--- src/rtl/sevenseg_scan_driver.sv ---
// sevenseg_scan_driver: time-multiplexed hex driver for a multi-digit 7-segment display.
// Digits are double-buffered so a load never tears a frame. The shadow register moves
// to the display register only at a frame wrap.
// Optional feature macro: SEVENSEG_DP_EN adds the decimal-point input dp_in and output dp.
module sevenseg_scan_driver #(
  parameter int DIGITS     = 4,
  parameter int CLK_DIV    = 50000,
  parameter int ACTIVE_LOW = 1
) (
  input  logic                  clk,
  input  logic                  rst,
  input  logic                  load,
  input  logic [4*DIGITS-1:0]   data_in,
  input  logic                  blank_lz,
`ifdef SEVENSEG_DP_EN
  input  logic [DIGITS-1:0]     dp_in,
  output logic                  dp,
`endif
  output logic [6:0]            seg,
  output logic [DIGITS-1:0]     an,
  output logic                  pending
);

  localparam int PW = (CLK_DIV > 1) ? $clog2(CLK_DIV) : 1;
  localparam int IW = (DIGITS > 1) ? $clog2(DIGITS) : 1;
  localparam logic [PW-1:0] PMAX  = PW'(CLK_DIV - 1);
  localparam logic [IW-1:0] ILAST = IW'(DIGITS - 1);
  // All outputs are XORed with this, so "off" is simply {N{POL}}
  localparam logic POL = (ACTIVE_LOW != 0);

  logic [PW-1:0]         prescaler;
  logic [IW-1:0]         idx;
  logic [4*DIGITS-1:0]   shadow;
  logic [4*DIGITS-1:0]   disp;
  logic                  tick;
  logic                  wrap;
  logic [3:0]            nib;
  logic                  blank;
  logic                  lz_run;
  logic [DIGITS-1:0]     an_raw;
  logic [6:0]            seg_raw;
  logic                  dp_cur;
`ifdef SEVENSEG_DP_EN
  logic [DIGITS-1:0]     dp_shadow;
  logic [DIGITS-1:0]     dp_disp;
`endif

  // Active-high segment pattern {a,b,c,d,e,f,g} for one hex nibble
  function automatic logic [6:0] decode(input logic [3:0] v);
    logic [6:0] s;
    case (v)
      4'h0: s = 7'b1111110;
      4'h1: s = 7'b0110000;
      4'h2: s = 7'b1101101;
      4'h3: s = 7'b1111001;
      4'h4: s = 7'b0110011;
      4'h5: s = 7'b1011011;
      4'h6: s = 7'b1011111;
      4'h7: s = 7'b1110000;
      4'h8: s = 7'b1111111;
      4'h9: s = 7'b1111011;
      4'hA: s = 7'b1110111;
      4'hB: s = 7'b0011111;
      4'hC: s = 7'b1001110;
      4'hD: s = 7'b0111101;
      4'hE: s = 7'b1001111;
      default: s = 7'b1000111;
    endcase
    return s;
  endfunction

  assign tick = (prescaler == PMAX);
  assign wrap = tick && (idx == ILAST);

  // Prescaler and scan index; idx steps once per digit period
  always_ff @(posedge clk) begin
    if (rst) begin
      prescaler <= '0;
      idx       <= '0;
    end else begin
      prescaler <= tick ? '0 : prescaler + 1'b1;
      if (tick) idx <= (idx == ILAST) ? '0 : idx + 1'b1;
    end
  end

  // Double buffer: swap at frame wrap first, then a same-cycle load overrides pending
  always_ff @(posedge clk) begin
    if (rst) begin
      shadow    <= '0;
      disp      <= '0;
      pending   <= 1'b0;
`ifdef SEVENSEG_DP_EN
      dp_shadow <= '0;
      dp_disp   <= '0;
`endif
    end else begin
      if (wrap && pending) begin
        disp    <= shadow;
        pending <= 1'b0;
`ifdef SEVENSEG_DP_EN
        dp_disp <= dp_shadow;
`endif
      end
      if (load) begin
        shadow  <= data_in;
        pending <= 1'b1;
`ifdef SEVENSEG_DP_EN
        dp_shadow <= dp_in;
`endif
      end
    end
  end

  // Select the current nibble; walk down from the top digit so lz_run means "k..top all zero"
  always_comb begin
    nib    = 4'h0;
    blank  = 1'b0;
    lz_run = 1'b1;
    an_raw = '0;
    dp_cur = 1'b0;
    for (int k = DIGITS - 1; k >= 0; k--) begin
      lz_run = lz_run & (disp[4*k +: 4] == 4'h0);
      if (idx == IW'(k)) begin
        nib       = disp[4*k +: 4];
        blank     = blank_lz && (k != 0) && lz_run;
        an_raw[k] = 1'b1;
`ifdef SEVENSEG_DP_EN
        dp_cur    = dp_disp[k];
`endif
      end
    end
    seg_raw = blank ? 7'h00 : decode(nib);
  end

  // Registered outputs, one clock behind idx/disp, polarity applied here
  always_ff @(posedge clk) begin
    if (rst) begin
      seg <= {7{POL}};
      an  <= {DIGITS{POL}};
`ifdef SEVENSEG_DP_EN
      dp  <= POL;
`endif
    end else begin
      seg <= seg_raw ^ {7{POL}};
      an  <= an_raw ^ {DIGITS{POL}};
`ifdef SEVENSEG_DP_EN
      dp  <= dp_cur ^ POL;
`endif
    end
  end

`ifndef SEVENSEG_DP_EN
  logic unused_dp;
  assign unused_dp = dp_cur;
`endif

endmodule

--- config.mk ---
export PLATFORM = sky130hd
export DESIGN_NAME = sevenseg_scan_driver
export DESIGN_NICKNAME = d
export VERILOG_FILES = /design/src/rtl/sevenseg_scan_driver.sv
export SDC_FILE = /design/constraint.sdc
export NUM_CORES = 1
export LEC_CHECK = 0
export CAP_MARGIN = 20
export CORE_ASPECT_RATIO = 0.7
export CORE_UTILIZATION = 58
export CTS_BUF_LIST = sky130_fd_sc_hd__clkbuf_4 sky130_fd_sc_hd__clkbuf_8
export CTS_CLUSTER_SIZE = 28
export DETAILED_ROUTE_END_ITERATION = 6
export PLACE_DENSITY = 0.83
export SETUP_SLACK_MARGIN = 0.05
export SLEW_MARGIN = 20
export SYNTH_ARGS = -nofsm -noshare
export SYNTH_HDL_FRONTEND = slang
export SYNTH_SLANG_ARGS = --single-unit
--- constraint.sdc ---
create_clock -name clk -period 2.6 [get_ports clk]
set_input_delay 0.26 -clock clk [delete_from_list [all_inputs] [get_ports clk]]
set_output_delay 0.26 -clock clk [all_outputs]
set_load 0.05 [all_outputs]
==> impl_metrics.py <==
metrics = {
    "floorplan": {
        "fp-row-count": 20,
        "initial_utilization_pct": 62.6,
        "die_w_um": 85.1,
        "fp.dieArea_um2": 5120,
        "fp.coreArea_um2": 4480,
        "die_y_um": 60.2,
        "ios": 32,
    },
    "routing": {
        "route.detailed.drc": 0,
        "avgViaCountPerCell": 5.59,
        "drt_iter0_markers": 104,
        "postRouteAntennaNets": 0,
        "vias": 2197,
        "drt-total-wl_mm": 5.43,
        "drtPass1Iterations": 4,
        "routedWlPerCell_um": 13.8,
    },
    "pwr": {
        "swShare_pct": 23.5,
        "clkPwrFrac_pct": 40.0,
        "p_per_area_nw_per_um2": 561,
        "ir_worst_vdd_mv": 0.353,
        "power_switching_mw": 0.437,
        "p_comb_share_pct": 6.8,
        "p_leak_nw": 1.22,
        "internal_power_mw": 1.42,
        "p_total_mw": 1.86,
        "p_seq_share_pct": 53.2,
    },
    "grt": {
        "grt_max_degree": 26,
        "grt_overflow_total": 0,
        "track_usage_pct": 24.1,
        "grt_pass1_vias": 2063,
        "grt_pass1_wl_mm": 9.25,
        "antenna_found_initial": 0,
    },
    "sta": {
        "max_slew_margin_pct": 49.6,
        "finClkSkew_ns": 0.00480,
        "timing.final.crit_share_pct": 87.9,
        "finalCriticalPeriod_ns": 2.29,
        "finalSetupViolations": 0,
        "hold_violations": 0,
        "fmax_mhz": 438,
        "tightest_slew_ns": 0.756,
        "fin_tns_setup_ns": 0,
        "finalWorstSetupSlack_ns": 0.315,
        "slew_viol_final": 0,
        "rsz0062_at_grt": "false",
    },
    "min_path": {
        "hp-class": "reg -> reg",
    },
    "critical_path": {
        "crit_fanout": 7,
        "crit_top_cell": "ha_1",
        "crit_chain": "ha_1 > nor2b_2 > a22oi_1 > a221oi_1 > buf_4 > inv_1 > ha_1 > a21oi_1 > o221ai_1",
        "slowest_stage": "dfxtp_1",
        "crit_path_max_incr_delay_ns": 0.40,
        "critical-path-top-delay-family": "compound AO/OA/AOI/OAI gates",
        "cp-end-kind": "register",
        "critPathLaunchType": "register",
        "path_buf_inv": 2,
        "worstSetupPathType": "reg -> reg",
        "crit_arrival_ns": 2.46,
        "cp.required_ns": 2.78,
    },
    "place": {
        "dp_slack_ns": 0.308,
        "io_buffers": 31,
        "gp_congestion": 0.887,
        "place_inst": 377,
        "dp_hpwl_mm": 3.78,
        "place_area_um2": 3140,
    },
    "layout": {
        "stdcell_area_um2": 3320,
        "final_cell_mix": "62 x dfxtp_1, 37 x nor2_1, 36 x nand2_1",
        "fillers": 323,
        "finalNonFillerCells": 393,
        "antennaDiodeCount": 0,
        "final_nets": 364,
        "drive_gt1_share_pct": 16.0,
        "layout_commonest_cell": "dfxtp_1",
        "syn_to_final_growth_pct": 18.2,
    },
    "run": {
        "maxCapViolations": 0,
    },
    "yosys": {
        "syn_inst": 300,
        "async_flop_share_pct": 0,
        "syn_avg_cell_area_um2": 9.35,
        "ys_types": 52,
        "netlist_area_um2": 2810,
        "ys.flop_type": "dfxtp_1",
        "synth_edf_count": 0,
        "synth_warnings": 0,
        "ys_ff_latch": 62,
        "syn-num-nets": 331,
        "seq_area_frac_synth_pct": 44.2,
    },
    "clocking": {
        "h-tree-depth": 3,
        "clockRootBuffer": "clkbuf_8",
        "cts_tree": "done",
        "insertion_delay_ns": 0.34,
        "cts.sinks": 62,
        "cts_hold_buf": 0,
        "cts_made_buffers": 9,
        "clk_pin_slew_ns": 0.07,
        "cts.path.max_buffers": 2,
    },
    "run_status": {
        "outcome": "completed",
    },
}
## final cells by class
| cell class | instances | area [um^2] | share of cell area (%) |
|---|---|---|---|
| clock inverter | 4 | 22.5 | 0.679 |
| multi-input combinational | 211 | 1430 | 43.2 |
| timing repair buffer | 37 | 355 | 10.7 |
| clock buffer | 12 | 153 | 4.60 |
| sequential | 62 | 1240 | 37.4 |
| tap | 55 | 68.8 | 2.07 |
| inverter | 12 | 45.0 | 1.36 |
## layer usage
layer | routed length, um | GRT usage (%)
met1 | 2670 | 30.4
met2 | 2370 | 37.4
met5 | 0 | 0
met4 | 39 | 8.47
met3 | 345 | 10.2
## synthesized netlist by cell type (2+ instances only)
cell type,count,area (um^2)
buf_2,5,25.0
o21ai_0,3,15.0
a22oi_1,2,15.0
dfxtp_1,62,1240
and3_1,2,12.5
xor2_1,7,61.3
nor2_1,37,139
xnor2_1,6,52.6
nand2b_1,5,31.3
nor4_1,2,12.5
nand2_2,9,56.3
clkbuf_1,6,22.5
nand3b_1,2,15.0
o221ai_1,5,43.8
mux2i_1,19,190
a21oi_1,14,70.1
inv_1,11,41.3
nand2_1,36,135
ha_1,11,138
nor2b_1,3,18.8
nand4_1,4,25.0
or2_1,3,18.8
nand3_1,4,20.0
and4bb_2,2,25.0
a21oi_2,10,87.6
nor3b_1,4,30.0
## sequential cells by signal (all words and copies together), names as in the netlist
name       flops
seg            7
shadow        16
pending        1
prescaler     16
an             4
idx            2
disp          16
## what timing repair did
action / in CTS / in global routing
gates resized for setup: 0 / 1
endpoints found under the setup margin: 0 / 1
setup buffers: 0 / 0
endpoints found under the hold margin: 0 / 0
## power groups by stage
stage          logic, mW  registers [mW]  clock network [mW]
6_report           0.127           0.989               0.744
5_1_grt            0.139           0.992               0.801
4_1_cts            0.128           0.989               0.761
3_5_place_dp       0.127            1.01                   0
3_3_place_gp       0.125            1.01                   0
2_1_floorplan     0.0504            1.03                   0
## per-stage QoR
stage          hold WS (ns)  utilization (%)
2_1_floorplan         0.407                -
3_3_place_gp          0.443             70.1
3_5_place_dp          0.454             70.1
4_1_cts               0.464             74.0
5_1_grt               0.489             74.1
6_report              0.464             74.1
## final timing paths
kind	from	to	slack, ns	cells after the start
setup / recovery	idx[0]	seg[1]	0.31	9
hold / removal	shadow[1]	disp[1]	0.46	2
setup reg to reg	idx[0]	seg[1]	0.31	9
hold reg to reg	shadow[1]	disp[1]	0.46	2
## tightest hold or removal path, delay by kind of cell, from the launching register on
kind	cells	cell delay, ns
DFF	1	0.31
and+or+nand+nor	1	0.05
AOI/OAI and AO/OA	1	0.06
## kinds of logic after synthesis
| logic type | after synthesis | share of synthesized area [%] |
|---|---|---|
| muxes | 19 | 6.78 |
| AOI/OAI and AO/OA | 44 | 11.6 |
| and+or+nand+nor | 124 | 23.6 |
| adders and majority gates | 11 | 4.91 |
| DFF | 62 | 44.2 |
| xor gates and xnor gates | 13 | 4.06 |
| buffers and inverters | 27 | 4.82 |
Power figures use the tool's default switching activity.
